$ cat config.mk
export PLATFORM = sky130hd
export DESIGN_NAME = ray_aabb_scheduler
export DESIGN_NICKNAME = d
export VERILOG_FILES = /design/src/rtl/ray_aabb_scheduler.sv
export SDC_FILE = /design/constraint.sdc
export NUM_CORES = 1
export LEC_CHECK = 0
export CAP_MARGIN = 5
export CELL_PAD_IN_SITES_DETAIL_PLACEMENT = 1
export CELL_PAD_IN_SITES_GLOBAL_PLACEMENT = 1
export CORE_AREA = 2 2 195 197
export DETAILED_ROUTE_END_ITERATION = 12
export DIE_AREA = 0 0 197 199
export PLACE_DENSITY = 0.85
export REMOVE_ABC_BUFFERS = 1
export SLEW_MARGIN = 20
export SYNTH_ARGS = -nofsm -noshare
export SYNTH_HDL_FRONTEND = slang
export SYNTH_SLANG_ARGS = --single-unit
$ cat constraint.sdc
create_clock -name clk -period 1.8 [get_ports clk]
set_input_delay 0.18 -clock clk [delete_from_list [all_inputs] [get_ports clk]]
set_output_delay 0.18 -clock clk [all_outputs]
set_load 0.02 [all_outputs]
$ cat src/rtl/ray_aabb_scheduler.sv
// Purpose: feeds one ray plus NUM_BOXES boxes into the Ray_AABB pipeline and collects a per-ray hit mask.
// Latency: box k enters the pipe in cycle k+2; the mask is valid in cycle NUM_BOXES+LATENCY+2 after the ray handshake.
// Backpressure: one ray in flight; the pipeline never stalls; the finished mask is held until mask_ready.
module ray_aabb_scheduler #(
   parameter int WE        = 11,
   parameter int WF        = 6,
   parameter int FW        = WE + WF + 3,
   parameter int NUM_BOXES = 8,
   parameter int AW        = (NUM_BOXES > 1) ? $clog2(NUM_BOXES) : 1,
   parameter int LATENCY   = 38
) (
   input  logic                 clk,
   input  logic                 rst,
   input  logic                 ray_valid,
   output logic                 ray_ready,
   input  logic [3*FW-1:0]      ray_org,
   input  logic [3*FW-1:0]      ray_div,
   input  logic [2:0]           ray_sign,
   output logic [AW-1:0]        box_rd_addr,
   input  logic [6*FW-1:0]      box_rd_data,
   output logic [FW-1:0]        x0,
   output logic [FW-1:0]        y0,
   output logic [FW-1:0]        z0,
   output logic [FW-1:0]        x1,
   output logic [FW-1:0]        y1,
   output logic [FW-1:0]        z1,
   output logic [FW-1:0]        x2,
   output logic [FW-1:0]        y2,
   output logic [FW-1:0]        z2,
   output logic [FW-1:0]        divx,
   output logic [FW-1:0]        divy,
   output logic [FW-1:0]        divz,
   output logic                 x,
   output logic                 y,
   output logic                 z,
   output logic                 op_valid,
   input  logic                 hit_miss,
   output logic                 mask_valid,
   input  logic                 mask_ready,
   output logic [NUM_BOXES-1:0] hit_mask,
   output logic [AW:0]          hit_count
);

   localparam logic [AW-1:0] LAST = AW'(NUM_BOXES - 1);

   typedef enum logic [1:0] {IDLE, ISSUE, DRAIN, DONE} state_t;

   state_t          state;
   logic [3*FW-1:0] org_q;
   logic [3*FW-1:0] div_q;
   logic [2:0]      sign_q;
   logic [AW-1:0]   op_idx;

   // {valid, index} shadow of the pipeline; entry LATENCY-1 lines up with hit_miss
   logic            dl_vld [LATENCY];
   logic [AW-1:0]   dl_idx [LATENCY];
   logic            tap_vld;
   logic [AW-1:0]   tap_idx;

   assign tap_vld = dl_vld[LATENCY-1];
   assign tap_idx = dl_idx[LATENCY-1];

   // Ray operands are latched at the handshake and held for the whole ray
   assign x0   = org_q[FW-1:0];
   assign y0   = org_q[2*FW-1:FW];
   assign z0   = org_q[3*FW-1:2*FW];
   assign divx = div_q[FW-1:0];
   assign divy = div_q[2*FW-1:FW];
   assign divz = div_q[3*FW-1:2*FW];
   assign x    = sign_q[0];
   assign y    = sign_q[1];
   assign z    = sign_q[2];

   // The box memory output register already aligns box k with op_valid in cycle k+2;
   // gating keeps the corner operands quiet outside valid cycles and during reset.
   assign x1 = op_valid ? box_rd_data[FW-1:0]      : '0;
   assign y1 = op_valid ? box_rd_data[2*FW-1:FW]   : '0;
   assign z1 = op_valid ? box_rd_data[3*FW-1:2*FW] : '0;
   assign x2 = op_valid ? box_rd_data[4*FW-1:3*FW] : '0;
   assign y2 = op_valid ? box_rd_data[5*FW-1:4*FW] : '0;
   assign z2 = op_valid ? box_rd_data[6*FW-1:5*FW] : '0;

   // Delay line shifts every cycle so validity tracks the stall-free pipeline exactly
   always_ff @(posedge clk or negedge rst) begin
      if (!rst) begin
         for (int i = 0; i < LATENCY; i++) begin
            dl_vld[i] <= 1'b0;
            dl_idx[i] <= '0;
         end
      end else begin
         dl_vld[0] <= op_valid;
         dl_idx[0] <= op_idx;
         for (int i = 1; i < LATENCY; i++) begin
            dl_vld[i] <= dl_vld[i-1];
            dl_idx[i] <= dl_idx[i-1];
         end
      end
   end

   // Control FSM with registered outputs: issue addresses, capture results, hold the mask
   always_ff @(posedge clk or negedge rst) begin
      if (!rst) begin
         state       <= IDLE;
         ray_ready   <= 1'b1;
         box_rd_addr <= '0;
         op_valid    <= 1'b0;
         op_idx      <= '0;
         org_q       <= '0;
         div_q       <= '0;
         sign_q      <= '0;
         mask_valid  <= 1'b0;
         hit_mask    <= '0;
         hit_count   <= '0;
      end else begin
         op_valid <= (state == ISSUE);
         op_idx   <= box_rd_addr;

         if (tap_vld && hit_miss) begin
            for (int k = 0; k < NUM_BOXES; k++) begin
               if (tap_idx == AW'(k)) hit_mask[k] <= 1'b1;
            end
            hit_count <= hit_count + (AW+1)'(1);
         end

         case (state)
            IDLE: begin
               if (ray_valid) begin
                  org_q       <= ray_org;
                  div_q       <= ray_div;
                  sign_q      <= ray_sign;
                  hit_mask    <= '0;
                  hit_count   <= '0;
                  box_rd_addr <= '0;
                  ray_ready   <= 1'b0;
                  state       <= ISSUE;
               end
            end
            ISSUE: begin
               if (box_rd_addr == LAST) begin
                  box_rd_addr <= '0;
                  state       <= DRAIN;
               end else begin
                  box_rd_addr <= box_rd_addr + AW'(1);
               end
            end
            DRAIN: begin
               // Rays never overlap, so the last index at the tap means the line is otherwise empty
               if (tap_vld && tap_idx == LAST) begin
                  mask_valid <= 1'b1;
                  state      <= DONE;
               end
            end
            DONE: begin
               if (mask_ready) begin
                  mask_valid <= 1'b0;
                  ray_ready  <= 1'b1;
                  state      <= IDLE;
               end
            end
            default: state <= IDLE;
         endcase
      end
   end

endmodule

==> insert_results.sql <==
INSERT INTO impl_metrics (metric_group, metric, value, unit) VALUES
('run_status', 'outcome', 'finished with violations', ''),
('run_status', 'violated_checks', 'setup timing', ''),
('logic_synthesis', 'synth_ff_type', 'sky130_fd_sc_hd__dfrtp_1', ''),
('final_layout', 'fillers', '3720', ''),
('clock_network', 'cts.clk_slew.worst_paths', '70', 'ps'),
('power_and_ir_drop', 'power.share.combinational', '44.1', '%'),
('power_and_ir_drop', 'total_power', '33.5', 'mW'),
('sta', 'hold_violations', '0', ''),
('logic_synthesis', 'postSynth.asyncResetShare', '100', '%'),
('setup_path', 'cp_common_cell', 'sky130_fd_sc_hd__buf_12', ''),
('logic_synthesis', 'compound_gate_fraction_of_synth_area', '1.63', '%'),
('logic_synthesis', 'synth_top_cells_by_count', 'sky130_fd_sc_hd__dfrtp_1, sky130_fd_sc_hd__and2_1, sky130_fd_sc_hd__mux2_2', ''),
('logic_synthesis', 'yosysWarningCount', '0', ''),
('global_route', 'total_routing_usage_reported_by_global_routing', '19.7', '%'),
('sta', 'clock-skew-final', '23.7', 'ps'),
('run', 'max_cap_viol_count', '0', ''),
('logic_synthesis', 'synthDominantAreaCellType', 'sky130_fd_sc_hd__dfrtp_1', ''),
('logic_synthesis', 'ys_seq_elements', '298', ''),
('logic_synthesis', 'synth_cells', '642', ''),
('place', 'detailedPlace.worstSlack', '-0.602', 'ps'),
('sta', 'hold-worst-slack', '179', 'ps'),
('setup_path', 'worstSetupEndpointType', 'output pin', ''),
('logic_synthesis', 'fraction_of_the_mapped_netlist_area_in_adder_cells', '0.974', '%'),
('drt', 'routed-via-count', '7491', ''),
('setup_path', 'worst-endpoint-required', '1620', 'ps'),
('power_and_ir_drop', 'p_leak', '8.09', 'nW'),
('die', 'io_pins', '509', ''),
('global_route', 'grt.overflow.total', '0', ''),
('setup_path', 'critPathKind', 'reg2out', ''),
('die', 'total_die_area', '39200', 'sq um'),
('setup_path', 'rrSetupSlack', '40', 'ps'),
('drt', 'routed_length_per_instance', '23.7', 'um'),
('place', 'dp_hpwl', '29500', 'um'),
('global_route', 'via_count_of_the_first_global_routing_pass', '8466', ''),
('clock_network', 'numCtsBuffers', '34', ''),
('logic_synthesis', 'synth.most_common_cell', 'sky130_fd_sc_hd__dfrtp_1', ''),
('sta', 'setup_viol', '38', ''),
('logic_synthesis', 'yosys.area_share.simple', '8.88', '%'),
('setup_path', 'path_buf_inv', '3', ''),
('power_and_ir_drop', 'switching_power', '11.5', 'mW'),
('logic_synthesis', 'synth_mux_area_share', '14.0', '%'),
('setup_path', 'crit_family', 'buffers and inverters', ''),
('sta', 'setup_tns', '-588', 'ps'),
('global_route', 'global_route_wire_length_before_repair', '55800', 'um'),
('die', 'die_h', '199', 'um'),
('clock_network', 'cts.sinks', '298', ''),
('worst_hold_path', 'worst_hold_path_type', 'in2async', ''),
('clock_network', 'clock_path_buffers', '3', ''),
('setup_path', 'r2r_start', 'state[0]$_DFFE_PN0P_', ''),
('power_and_ir_drop', 'p_seq_share', '34.1', '%'),
('logic_synthesis', 'avg_cell_area_syn', '16.0', 'sq um'),
('setup_path', 'cp_data_arrival_time', '1660', 'ps'),
('setup_path', 'critical_path.max_fanout', '13', ''),
('setup_path', 'critical_path.max_stage_delay', '460', 'ps'),
('die', 'core_rows', '71', ''),
('final_layout', 'layout-drive-gt1-share', '36.0', '%'),
('sta', 'tightestPinTransition', '473', 'ps'),
('sta', 'slew-limit-headroom', '68.5', '%'),
('power_and_ir_drop', 'irDropWorstVdd', '0.948', 'mV'),
('sta', 'fmaxAchievable', '0.545', 'GHz'),
('place', 'globalplace.congestion', '0.788', ''),
('sta', 'worst_slack', '-35.0', 'ps'),
('power_and_ir_drop', 'power.clock.fraction', '21.8', '%'),
('drt', 'drt_first_iter_violations', '176', ''),
('final_layout', 'final-seq-area', '7460', 'sq um'),
('power_and_ir_drop', 'total_internal_power', '22.0', 'mW'),
('logic_synthesis', 'synth_edf_count', '0', ''),
('sta', 'slew_violations', '0', ''),
('drt', 'vias_per_cell', '4.39', ''),
('logic_synthesis', 'synth-seq-area-share', '72.6', '%'),
('power_and_ir_drop', 'swShare', '34.4', '%');
==> logic make-up after synthesis <==
family                     count (synthesis)
DFF                                      298
xor gates and xnor gates                   2
adders and majority gates                  8
buffers and inverters                     33
and+or+nand+nor                          150
AOI/OAI and AO/OA                         24
muxes                                    127
==> what timing repair did <==
action | 4_1_cts | 5_1_grt
pin swaps | 0 | 2
hold buffers | 1 | 0
gates cloned | 4 | 5
endpoints found under the hold margin | 161 | 0
buffers inserted | 7 | 3
endpoints found under the setup margin | 183 | 140
resized for setup | 381 | 169
==> flip-flops by register name, summed over array words and instances, names as in the netlist, 4 cells and up <==
signal and cells:
div_q 60, dl_idx 111, dl_vld 37, hit_count 4, hit_mask 8, org_q 60
==> layout make-up <==
class                           instances  area share (%)
Tap cell                              474            3.30
Antenna cell                            4          0.0556
Sequential cell                       298            41.5
Clock buffer                           41            4.99
Inverter                                4          0.0834
Multi-Input combinational cell        311            15.9
Clock inverter                         19            1.60
Timing Repair Buffer                  556            32.6
==> power by group through the flow <==
| stage | clock network, mW | logic (mW) | registers [mW] |
|---|---|---|---|
| after floorplan | 0 | 4.06 | 13.2 |
| after global placement | 0 | 12.9 | 11.3 |
| after detailed placement | 0 | 13.3 | 11.5 |
| after CTS | 7.52 | 14.0 | 11.4 |
| after global routing | 7.76 | 15.4 | 11.8 |
| final | 7.32 | 14.8 | 11.4 |
==> placed cells by master, fill, tap and decap left out, types with 3 or more instances in the layout <==
| cell | netlist | routed |
|---|---|---|
| sky130_fd_sc_hd__a21oi_1 | 9 | 9 |
| sky130_fd_sc_hd__dlygate4sd2_1 | 0 | 7 |
| sky130_fd_sc_hd__mux2_4 | 2 | 3 |
| sky130_fd_sc_hd__mux2_2 | 122 | 121 |
| sky130_fd_sc_hd__dlymetal6s2s_1 | 0 | 5 |
| sky130_fd_sc_hd__nor2_1 | 11 | 11 |
| sky130_fd_sc_hd__buf_12 | 0 | 28 |
| sky130_fd_sc_hd__and2_1 | 122 | 40 |
| sky130_fd_sc_hd__diode_2 | 0 | 4 |
| sky130_fd_sc_hd__buf_4 | 1 | 33 |
| sky130_fd_sc_hd__a31oi_1 | 4 | 4 |
| sky130_fd_sc_hd__dfrtp_1 | 297 | 296 |
| sky130_fd_sc_hd__mux2i_1 | 3 | 3 |
| sky130_fd_sc_hd__buf_2 | 8 | 22 |
| sky130_fd_sc_hd__clkbuf_16 | 0 | 38 |
| sky130_fd_sc_hd__bufinv_16 | 0 | 5 |
| sky130_fd_sc_hd__clkinv_2 | 0 | 6 |
| sky130_fd_sc_hd__clkbuf_1 | 13 | 5 |
| sky130_fd_sc_hd__buf_6 | 6 | 77 |
| sky130_fd_sc_hd__and2b_2 | 2 | 4 |
| sky130_fd_sc_hd__inv_6 | 0 | 3 |
| sky130_fd_sc_hd__ha_1 | 8 | 6 |
| sky130_fd_sc_hd__clkdlybuf4s50_1 | 0 | 374 |
| sky130_fd_sc_hd__and2_4 | 0 | 82 |
| sky130_fd_sc_hd__o21ai_0 | 5 | 5 |
| sky130_fd_sc_hd__nand2_1 | 4 | 4 |
| sky130_fd_sc_hd__buf_16 | 0 | 3 |
==> stage by stage <==
stage	std cells	area [sq um]
floorplan	613	10100
global placement	1625	16200
detailed placement	1625	16200
CTS	1697	17600
global route	1706	18000
finish	1707	18000
==> how the worst max path moves through the flow <==
stage	startpoint	end	slack, ps	cells past startpoint
after detailed placement	ray_valid	div_q[37]$_DFFE_PN0P_	-0.6	5
after global placement	ray_valid	div_q[1]$_DFFE_PN0P_	60	5
after floorplan	state[0]$_DFFE_PN0P_	div_q[0]$_DFFE_PN0P_	-2600	4
after global routing	op_valid$_DFF_PN0_	z2[19]	-70	4
final	op_valid$_DFF_PN0_	z2[19]	-40	4
after CTS	op_valid$_DFF_PN0_	x2[13]	-140	5
==> routing by layer <==
metal,GRT usage (%),up-vias,wire length [um],share of wire (%)
li1,-,3272,-,-
met1,18.5,3749,12700,31
met2,36.5,365,21900,54
met3,7.48,105,3300,8.2
met4,11.4,0,2570,6.4
met5,0,-,0,0
Power figures use the tool's default switching activity.
